<file path="src/rtl/stm_segment_scheduler.sv">
// Segment scheduler for a two-segment pattern player.
// Steps the pattern index on UPDATE ticks and swaps segments on cycle boundaries.
module stm_segment_scheduler #(
  parameter int IDX_WIDTH = 16
) (
  input  logic                 CLK,
  input  logic                 RST_N,
  input  logic                 UPDATE,
  input  logic                 UPDATE_SETTINGS,
  input  logic                 REQ_RD_SEGMENT,
  input  logic [31:0]          REP,
  input  logic [IDX_WIDTH-1:0] CYCLE_0,
  input  logic [IDX_WIDTH-1:0] CYCLE_1,
  input  logic [31:0]          FREQ_DIV_0,
  input  logic [31:0]          FREQ_DIV_1,
  output logic                 SEGMENT,
  output logic [IDX_WIDTH-1:0] IDX,
  output logic                 IDX_VALID,
  output logic                 SWAP,
  output logic                 STOPPED
);

  typedef enum logic [1:0] {
    IDLE,
    PLAY,
    PENDING,
    HOLD
  } state_t;

  state_t               state_q, state_n;
  logic                 now_q, now_n;
  logic                 sh_seg;
  logic [31:0]          sh_rep;
  logic [IDX_WIDTH-1:0] sh_cyc0, sh_cyc1;
  logic [31:0]          sh_div0, sh_div1;
  logic [IDX_WIDTH-1:0] cyc_q, cyc_n;
  logic [31:0]          dm1_q, dm1_n;
  logic [31:0]          rep_q, rep_n;
  logic [31:0]          div_q, div_n;
  logic [31:0]          cnt_q, cnt_n;
  logic                 seg_q, seg_n;
  logic [IDX_WIDTH-1:0] idx_q, idx_n;
  logic                 vld_q, vld_n;
  logic                 swp_q, swp_n;
  logic                 stp_q, stp_n;
  logic                 apply;
  logic [31:0]          sh_div;

  assign sh_div = sh_seg ? sh_div1 : sh_div0;

  always_comb begin
    state_n = state_q;
    now_n   = now_q;
    cyc_n   = cyc_q;
    dm1_n   = dm1_q;
    rep_n   = rep_q;
    div_n   = div_q;
    cnt_n   = cnt_q;
    seg_n   = seg_q;
    idx_n   = idx_q;
    vld_n   = 1'b0;
    swp_n   = 1'b0;
    stp_n   = stp_q;
    apply   = 1'b0;
    if (UPDATE) begin
      if (state_q == PENDING && now_q) begin
        apply = 1'b1;
      end else if (state_q == PLAY || state_q == PENDING) begin
        if (div_q == dm1_q) begin
          div_n = '0;
          if (idx_q == cyc_q) begin
            if (state_q == PENDING) begin
              apply = 1'b1;
            end else begin
              cnt_n = cnt_q + 32'd1;
              if (rep_q != '1 && cnt_q == rep_q) begin
                state_n = HOLD;
                stp_n   = 1'b1;
              end else begin
                idx_n = '0;
                vld_n = 1'b1;
              end
            end
          end else begin
            idx_n = idx_q + IDX_WIDTH'(1);
            vld_n = 1'b1;
          end
        end else begin
          div_n = div_q + 32'd1;
        end
      end
    end
    if (apply) begin
      state_n = PLAY;
      now_n   = 1'b0;
      seg_n   = sh_seg;
      idx_n   = '0;
      div_n   = '0;
      cnt_n   = '0;
      vld_n   = 1'b1;
      swp_n   = 1'b1;
      stp_n   = 1'b0;
      cyc_n   = sh_seg ? sh_cyc1 : sh_cyc0;
      dm1_n   = (sh_div == '0) ? '0 : sh_div - 32'd1;
      rep_n   = sh_rep;
    end
    // Requests from a stopped player apply on the next tick, not a boundary
    if (UPDATE_SETTINGS) begin
      now_n   = (state_n == IDLE) || (state_n == HOLD) ||
                (state_n == PENDING && now_q);
      state_n = PENDING;
    end
  end

  always_ff @(posedge CLK or negedge RST_N) begin
    if (!RST_N) begin
      state_q <= IDLE;
      now_q   <= 1'b0;
      cyc_q   <= '0;
      dm1_q   <= '0;
      rep_q   <= '0;
      div_q   <= '0;
      cnt_q   <= '0;
      seg_q   <= 1'b0;
      idx_q   <= '0;
      vld_q   <= 1'b0;
      swp_q   <= 1'b0;
      stp_q   <= 1'b1;
    end else begin
      state_q <= state_n;
      now_q   <= now_n;
      cyc_q   <= cyc_n;
      dm1_q   <= dm1_n;
      rep_q   <= rep_n;
      div_q   <= div_n;
      cnt_q   <= cnt_n;
      seg_q   <= seg_n;
      idx_q   <= idx_n;
      vld_q   <= vld_n;
      swp_q   <= swp_n;
      stp_q   <= stp_n;
    end
  end

  always_ff @(posedge CLK or negedge RST_N) begin
    if (!RST_N) begin
      sh_seg  <= 1'b0;
      sh_rep  <= '0;
      sh_cyc0 <= '0;
      sh_cyc1 <= '0;
      sh_div0 <= '0;
      sh_div1 <= '0;
    end else if (UPDATE_SETTINGS) begin
      sh_seg  <= REQ_RD_SEGMENT;
      sh_rep  <= REP;
      sh_cyc0 <= CYCLE_0;
      sh_cyc1 <= CYCLE_1;
      sh_div0 <= FREQ_DIV_0;
      sh_div1 <= FREQ_DIV_1;
    end
  end

  assign SEGMENT   = seg_q;
  assign IDX       = idx_q;
  assign IDX_VALID = vld_q;
  assign SWAP      = swp_q;
  assign STOPPED   = stp_q;

endmodule

</file>
<file path="config.mk">
export PLATFORM = sky130hd
export DESIGN_NAME = stm_segment_scheduler
export DESIGN_NICKNAME = d
export VERILOG_FILES = /design/src/rtl/stm_segment_scheduler.sv
export SDC_FILE = /design/constraint.sdc
export NUM_CORES = 1
export LEC_CHECK = 0
export ABC_AREA = 1
export BUFFER_PORTS_ARGS = -buffer_cell sky130_fd_sc_hd__clkbuf_2
export CORE_MARGIN = 1.5
export CORE_UTILIZATION = 65
export CTS_CLUSTER_DIAMETER = 40
export DETAILED_ROUTE_END_ITERATION = 10
export PLACE_DENSITY = 0.95
export SYNTH_ARGS = -nofsm -noshare
export SYNTH_HDL_FRONTEND = slang
export SYNTH_SLANG_ARGS = --single-unit
export TNS_END_PERCENT = 20
</file>
<file path="constraint.sdc">
create_clock -name CLK -period 3.77 [get_ports CLK]
set_input_delay 0.377 -clock CLK [delete_from_list [all_inputs] [get_ports CLK]]
set_output_delay 0.377 -clock CLK [all_outputs]
set_load 0.005 [all_outputs]
</file>
==> results.py, run 1 <==
metrics = {
    "global_routing": {
        "grt_pass1_wl_um": 75020,
        "grt_max_degree": 153,
        "grt_overflow": 0,
        "antenna_found_initial": 1,
        "grt_pass1_vias": 14911,
        "grtUsageTotal_pct": 36.55,
    },
    "job": {
        "drv_cap": 0,
    },
    "synth": {
        "yosysTopAreaCell": "dfrtp_1",
        "ys_ff_latch": 296,
        "yosys-top-cells-area": "dfrtp_1 46%, nand2_1 19%, o21ai_0 6.2%",
        "ys_seq_area_share_pct": 46.62,
        "ys.flop_type": "dfrtp_1",
        "synth_adder_area_share_pct": 0.6299,
        "synth_edf_count": 0,
        "synth_top_area_share_pct": 46.46,
        "syn_area_per_cell_um2": 7.319,
        "synthDistinctLibCells": 39,
        "synth_xor_area_share_pct": 5.843,
        "yosys.area_share.simple_pct": 30.16,
        "ys_async_sr_fraction_pct": 100.0,
        "synth_compound_area_share_pct": 8.260,
        "syn_inst": 2171,
        "yosysWarnings": 0,
        "syn-num-nets": 2312,
        "muxShareOfSynthArea_pct": 0,
        "synth_top_family_by_area": "simple AND/OR/NAND/NOR gates",
        "syn_area_mm2": 0.01589,
    },
    "finish": {
        "layout-drive-gt1-share_pct": 11.62,
        "final_common_cell": "nand2_1",
        "nFillCells": 1545,
        "stdcell_area_mm2": 0.01809,
        "final_cell_mix": "803 x nand2_1, 294 x dfrtp_1, 223 x inv_1, 197 x o21ai_0, 192 x nor2_1",
        "final_util_pct": 74.84,
        "fin_nets": 2435,
        "syn2layout_area_growth_pct": 13.87,
    },
    "setup_path": {
        "cp.buffers_inverters": 2,
        "crit_path_max_incr_delay_ns": 0.57,
        "cp.depth": 15,
        "cp_slowest_cell": "nand2_2",
        "crit_end": "cnt_q[13]$_DFFE_PN0P_",
        "crit_fanout": 39,
        "crit_chain": "inv_2, nand2_1, nand2_1, nor2_1, nand2_1, nor2_1, nand2_1, nor2_2, nand2_1, nand2_1, nand2_4, nand2_2, inv_2, nand2_1, nand2_1",
        "crit_family": "simple AND/OR/NAND/NOR gates",
        "reg2reg_slack_ns": 0.69,
        "rr_startpoint": "div_q[10]$_DFFE_PN0P_",
        "worstPathArrival_ns": 3.47,
        "critPathKind": "register to register",
        "worstPathRequired_ns": 4.16,
        "cp-start-kind": "register",
        "reg2regPathDepth": 15,
        "timing.rr.end": "cnt_q[13]$_DFFE_PN0P_",
        "endpoint_kind": "register",
        "cpMostUsedCell": "nand2_1",
        "crit_start": "div_q[10]$_DFFE_PN0P_",
    },
    "cts": {
        "cts_max_level": 2,
        "cts_root_buf": "clkbuf_16",
        "cts_num_sinks": 296,
        "cts_tree": "done",
        "cts_buffers": 39,
        "clk_pin_slew_ns": 0.07,
        "clockBufferDepth": 3,
        "clk_latency_ns": 0.54,
        "post_cts_resized": 0,
    },
    "floorplan": {
        "io_pins": 153,
        "coreArea_mm2": 0.02418,
        "start_util_pct": 65.72,
        "die_h_um": 159.4,
        "num_rows": 57,
        "die_area_mm2": 0.02539,
        "chipWidth_um": 159.4,
    },
    "power": {
        "p_int_mw": 6.826,
        "p_sw_share_pct": 35.87,
        "power_leakage_nw": 8.952,
        "pwr-share-seq_pct": 41.0,
        "switching_power_mw": 3.818,
        "p_comb_share_pct": 24.4,
        "p_per_area_mw_per_mm2": 588.3,
        "ir_drop_mv": 0.4595,
        "clkPwrFrac_pct": 34.6,
    },
    "place": {
        "dpl_cell_area_mm2": 0.01679,
        "hpwl_um": 29350,
        "gp_congestion": 0.9855,
        "io_buffers": 152,
        "place_ws_ns": 0.9191,
    },
    "sta": {
        "max_clock_freq_mhz": 324.6,
        "rsz0062_at_grt": "false",
        "tns_ns": 0,
        "worst_pin_slew_ns": 0.8286,
        "fin_ws_ns": 0.6888,
        "skew_ns": 0.04095,
        "drv_slew": 0,
        "setup_violations": 0,
        "max-slew-margin-rel_pct": 44.76,
        "hold_violations": 0,
        "finalCritPeriodShare_pct": 81.73,
        "fin_crit_ns": 3.081,
    },
    "drt": {
        "firstDrtPassIters": 8,
        "vias": 15705,
        "wl_um": 46010,
        "drc": 0,
        "ant_nets": 0,
        "via_per_inst": 5.931,
        "drt_iter0_markers": 2103,
        "wl_per_cell_um": 17.38,
    },
    "run_status": {
        "outcome": "completed",
    },
    "worst_hold_path": {
        "hp-class": "input port to register",
        "min_from": "FREQ_DIV_1[25]",
    },
}
-- power groups by stage --
stage	Clock [mW]	Sequential (mW)	Combinational [mW]
after global routing	3.82	4.40	2.86
after global placement	0	4.29	2.26
final	3.68	4.37	2.60
after floorplan	0	4.15	1.79
after CTS	3.66	4.32	2.52
after detailed placement	0	4.34	2.39
-- synth_stat cells (7+ instances only) --
cell and count:
nand2_1 803, dfrtp_1 295, inv_1 223, o21ai_0 197
nor2_1 192, nand3_1 63, xor2_1 58, nand4_1 48
xnor2_1 48, clkbuf_1 40, o21ai_1 38, nor3_1 33
buf_2 24, inv_2 20, o22ai_1 12, nand3b_1 10
a21oi_1 9, buf_6 8, ha_1 8, buf_4 7
nor4_1 7
-- state kept, by name (all words and copies together) (netlist names) --
name,cells
sh_div1,32
SWAP,1
IDX,16
sh_cyc1,16
div_q,32
sh_rep,32
cnt_q,32
dm1_q,32
SEGMENT,1
sh_cyc0,16
state_q,2
IDX_VALID,1
rep_q,32
STOPPED,1
sh_seg,1
sh_div0,32
cyc_q,16
now_q,1
-- cell type report --
| cell class | count | area [um^2] | area share [%] |
|---|---|---|---|
| Antenna cell | 1 | 2.502 | 0.01383 |
| Multi-Input combinational cell | 1547 | 7149 | 39.51 |
| Sequential cell | 296 | 7410 | 40.95 |
| Clock buffer | 50 | 1077 | 5.954 |
| Inverter | 244 | 915.9 | 5.062 |
| Tap cell | 324 | 405.4 | 2.241 |
| Timing Repair Buffer | 166 | 918.4 | 5.076 |
| Clock inverter | 20 | 215.2 | 1.189 |
-- cell families (layout without fill, tap and decap cells) --
family	after synthesis	after routing
AND/OR/NAND/NOR	1175	1175
AO/OA/AOI/OAI	258	258
other	0	1
adder cells (fa/ha/maj)	8	8
buffers and inverters	328	480
flip-flops	296	296
XOR/XNOR	106	106
-- how the worst min path moves through the flow --
stage	to	cells past startpoint	slack [ns]
detailed placement	sh_div0[6]$_DFFE_PN0P_	2	0.45
finish	sh_div1[25]$_DFFE_PN0P_	3	0.04
CTS	sh_div1[3]$_DFFE_PN0P_	3	0.04
global route	sh_cyc1[4]$_DFFE_PN0P_	3	0.04
global placement	sh_div0[6]$_DFFE_PN0P_	2	0.45
floorplan	IDX[0]$_DFFE_PN0P_	0	0.08
-- routing by layer --
| metal | vias to the layer above | GRT usage (%) | part of all wire, % |
|---|---|---|---|
| li1 | 7017 | - | - |
| met1 | 7232 | 49.68 | 38 |
| met2 | 1241 | 57.40 | 46 |
| met3 | 215 | 7.815 | 13 |
| met4 | 0 | 15.14 | 4.2 |
| met5 | - | 0 | 0 |
-- stage by stage --
step / instances / hold WS, ns / power [mW]
final: 2648 / 0.03683 / 10.64
after global routing: 2648 / 0.04341 / 11.08
after CTS: 2647 / 0.03966 / 10.50
after detailed placement: 2576 / 0.4540 / 6.733
after global placement: 2576 / 0.4491 / 6.557
after floorplan: 2171 / 0.08141 / 5.940
-- worst min-delay path: cells and delay by family --
family,cells,cell delay (ns)
buf+inv,1,0.07
simple gates,1,0.04
compound gates,1,0.06
-- repair_timing --
item	4_1_cts	5_1_grt
hold buffers	1	0
endpoints found under the hold margin	98	0
buffers inserted	0	0
Note: power is estimated with default switching activity, not from simulation.
==> run 2, diff against run 1 <==
--- a/config.mk
+++ b/config.mk
@@ -8,10 +8,10 @@
 export ABC_AREA = 1
 export BUFFER_PORTS_ARGS = -buffer_cell sky130_fd_sc_hd__clkbuf_2
 export CORE_MARGIN = 1.5
-export CORE_UTILIZATION = 65
+export CORE_UTILIZATION = 54
 export CTS_CLUSTER_DIAMETER = 40
 export DETAILED_ROUTE_END_ITERATION = 10
-export PLACE_DENSITY = 0.95
+export PLACE_DENSITY = 0.86
 export SYNTH_ARGS = -nofsm -noshare
 export SYNTH_HDL_FRONTEND = slang
 export SYNTH_SLANG_ARGS = --single-unit
==> constraint.sdc (replaced) <==
create_clock -name CLK -period 2.68 [get_ports CLK]
set_input_delay 0.268 -clock CLK [delete_from_list [all_inputs] [get_ports CLK]]
set_output_delay 0.268 -clock CLK [all_outputs]
set_load 0.005 [all_outputs]
==> results.py, run 2 (synthesized netlist as in run 1, its figures left out) <==
metrics = {
    "power": {
        "ir_drop_mv": 0.5077,
        "power_leakage_nw": 9.797,
        "total_power_mw": 16.34,
        "p_per_area_mw_per_mm2": 812.6,
    },
    "finish": {
        "syn2layout_area_growth_pct": 26.57,
        "fin_nets": 2595,
        "final_cell_mix": "802 x nand2_1, 293 x dfrtp_1, 223 x inv_1, 191 x o21ai_0, 189 x nor2_1",
        "final_common_cell": "nand2_1",
        "final_util_pct": 69.69,
        "layout-drive-gt1-share_pct": 12.77,
    },
    "drt": {
        "drt_iter0_markers": 1800,
        "wl_um": 51550,
        "via_per_inst": 5.656,
        "ant_nets": 0,
        "vias": 16295,
        "wl_per_cell_um": 17.89,
        "firstDrtPassIters": 6,
        "drc": 0,
    },
    "global_routing": {
        "antenna_found_initial": 6,
        "grt_overflow": 0,
        "grtUsageTotal_pct": 33.83,
        "grt_max_degree": 212,
        "grt_pass1_wl_um": 82450,
        "grt_pass1_vias": 16364,
    },
    "sta": {
        "rsz0062_at_grt": "true",
        "skew_ns": 0.03034,
        "worst_pin_slew_ns": 0.7910,
        "max_clock_freq_mhz": 389.2,
        "finalCritPeriodShare_pct": 95.87,
        "hold_violations": 0,
        "drv_slew": 0,
        "max-slew-margin-rel_pct": 47.27,
        "setup_violations": 0,
        "fin_crit_ns": 2.569,
    },
    "worst_hold_path": {
        "hp-class": "input port to async pin",
    },
    "floorplan": {
        "die_area_mm2": 0.03046,
        "start_util_pct": 55.06,
        "die_h_um": 174.5,
        "num_rows": 62,
        "io_pins": 153,
        "coreArea_mm2": 0.02886,
        "chipWidth_um": 174.5,
    },
    "cts": {
        "cts_num_sinks": 296,
        "clk_pin_slew_ns": 0.06,
        "clk_latency_ns": 0.57,
        "cts_root_buf": "clkbuf_16",
        "cts_max_level": 2,
        "cts_tree": "done",
        "clockBufferDepth": 3,
        "cts_buffers": 45,
    },
    "setup_path": {
        "cp_slowest_cell": "dfrtp_2",
        "reg2reg_slack_ns": 0.11,
        "crit_chain": "buf_12, o21ai_0, nand2_1, nor2_1, and2_2, nand4_2, buf_4, nand3_1, o21ai_1",
        "critPathKind": "register to register",
        "crit_fanout": 51,
        "endpoint_kind": "register",
        "worstPathArrival_ns": 2.99,
        "crit_path_max_incr_delay_ns": 0.50,
        "worstPathRequired_ns": 3.10,
        "cp-start-kind": "register",
    },
    "run_status": {
        "outcome": "completed",
    },
    "place": {
        "io_buffers": 152,
        "gp_congestion": 0.9338,
        "hpwl_um": 29350,
    },
    "job": {
        "drv_cap": 0,
    },
}
[run 2: changes by cell type in the layout (fill, tap and decap cells not counted), moves of 4 or more]
cell           delta
dlygate4sd3_1   +129
bufinv_16         +4
o21ai_1           +5
o21ai_0           -6
clkbuf_16         +7
clkinv_4          +5
buf_4            +19
buf_12            +4
diode_2           +5
[run 2: final cells by class]
| class | count | area (um^2) |
|---|---|---|
| inverters | 244 | 915.9 |
| diodes | 6 | 15.01 |
| clock inverters | 29 | 405.4 |
| clock buffers | 55 | 1234 |
| multi-input cells | 1547 | 7182 |
| repair buffers | 320 | 2469 |
| fillers | 2008 | 8746 |
| well taps | 384 | 480.5 |
| flip-flops and latches | 296 | 7411 |
[run 2: routing by layer]
layer	part of all wire, %	vias up	wire (um)	track usage, %
li1	-	7372	-	-
met2	47	1045	24390	55.25
met3	9.1	236	4686	6.212
met1	38	7642	19780	42.92
met5	0	-	0	0
met4	5.2	0	2693	17.95
[run 2: critical path, delay by kind of cell (launching register included)]
family                 cells  cell delay (ns)
and+or+nand+nor            5             0.84
AOI/OAI and AO/OA          2             0.57
DFF                        1             0.50
buffers and inverters      2             0.48
[run 2: path summary, 6_finish.rpt]
| kind | depth (start not counted) | endpoint | from |
|---|---|---|---|
| worst max-delay path | 9 | dm1_q[30]$_DFFE_PN0N_ | sh_seg$_DFFE_PN0P_ |
| worst min-delay path | 2 | sh_rep[7]$_DFFE_PN0P_ | RST_N |
| worst max register to register | 9 | dm1_q[30]$_DFFE_PN0N_ | sh_seg$_DFFE_PN0P_ |
| worst min register to register | 2 | sh_div0[5]$_DFFE_PN0P_ | sh_div0[5]$_DFFE_PN0P_ |
| max in group asynchronous | 3 | cnt_q[10]$_DFFE_PN0P_ | RST_N |
| min in group CLK | 4 | state_q[0]$_DFF_PN0_ | UPDATE |
[run 2: repair_timing]
action / 4_1_cts / 5_1_grt
endpoints found under the setup margin: 0 / 55
buffers inserted: 0 / 1
resized for setup: 0 / 17
hold buffers: 130 / 0
hold endpoints to repair: 274 / 0
[run 2: per-stage QoR]
stage / TNS [ns] / setup WS, ns / instance area (um^2) / std cells / hold slack [ns]
after floorplan: 0 / 0.4856 / 15890 / 2171 / -0.02759
after global placement: 0 / 0.2586 / 17110 / 2660 / 0.1549
after detailed placement: 0 / 0.1538 / 17110 / 2660 / 0.1581
after CTS: 0 / 0.1048 / 20050 / 2874 / 0.1596
after global routing: -0.008154 / -0.004887 / 20110 / 2881 / 0.1957
final: 0 / 0.1107 / 20110 / 2881 / 0.1529
[run 2: where the power goes]
| group | switching (mW) | internal [mW] |
|---|---|---|
| clock | 2.38 | 3.94 |
| combinational | 2.49 | 1.45 |
| sequential | 0.768 | 5.31 |
| total | 5.64 | 10.7 |
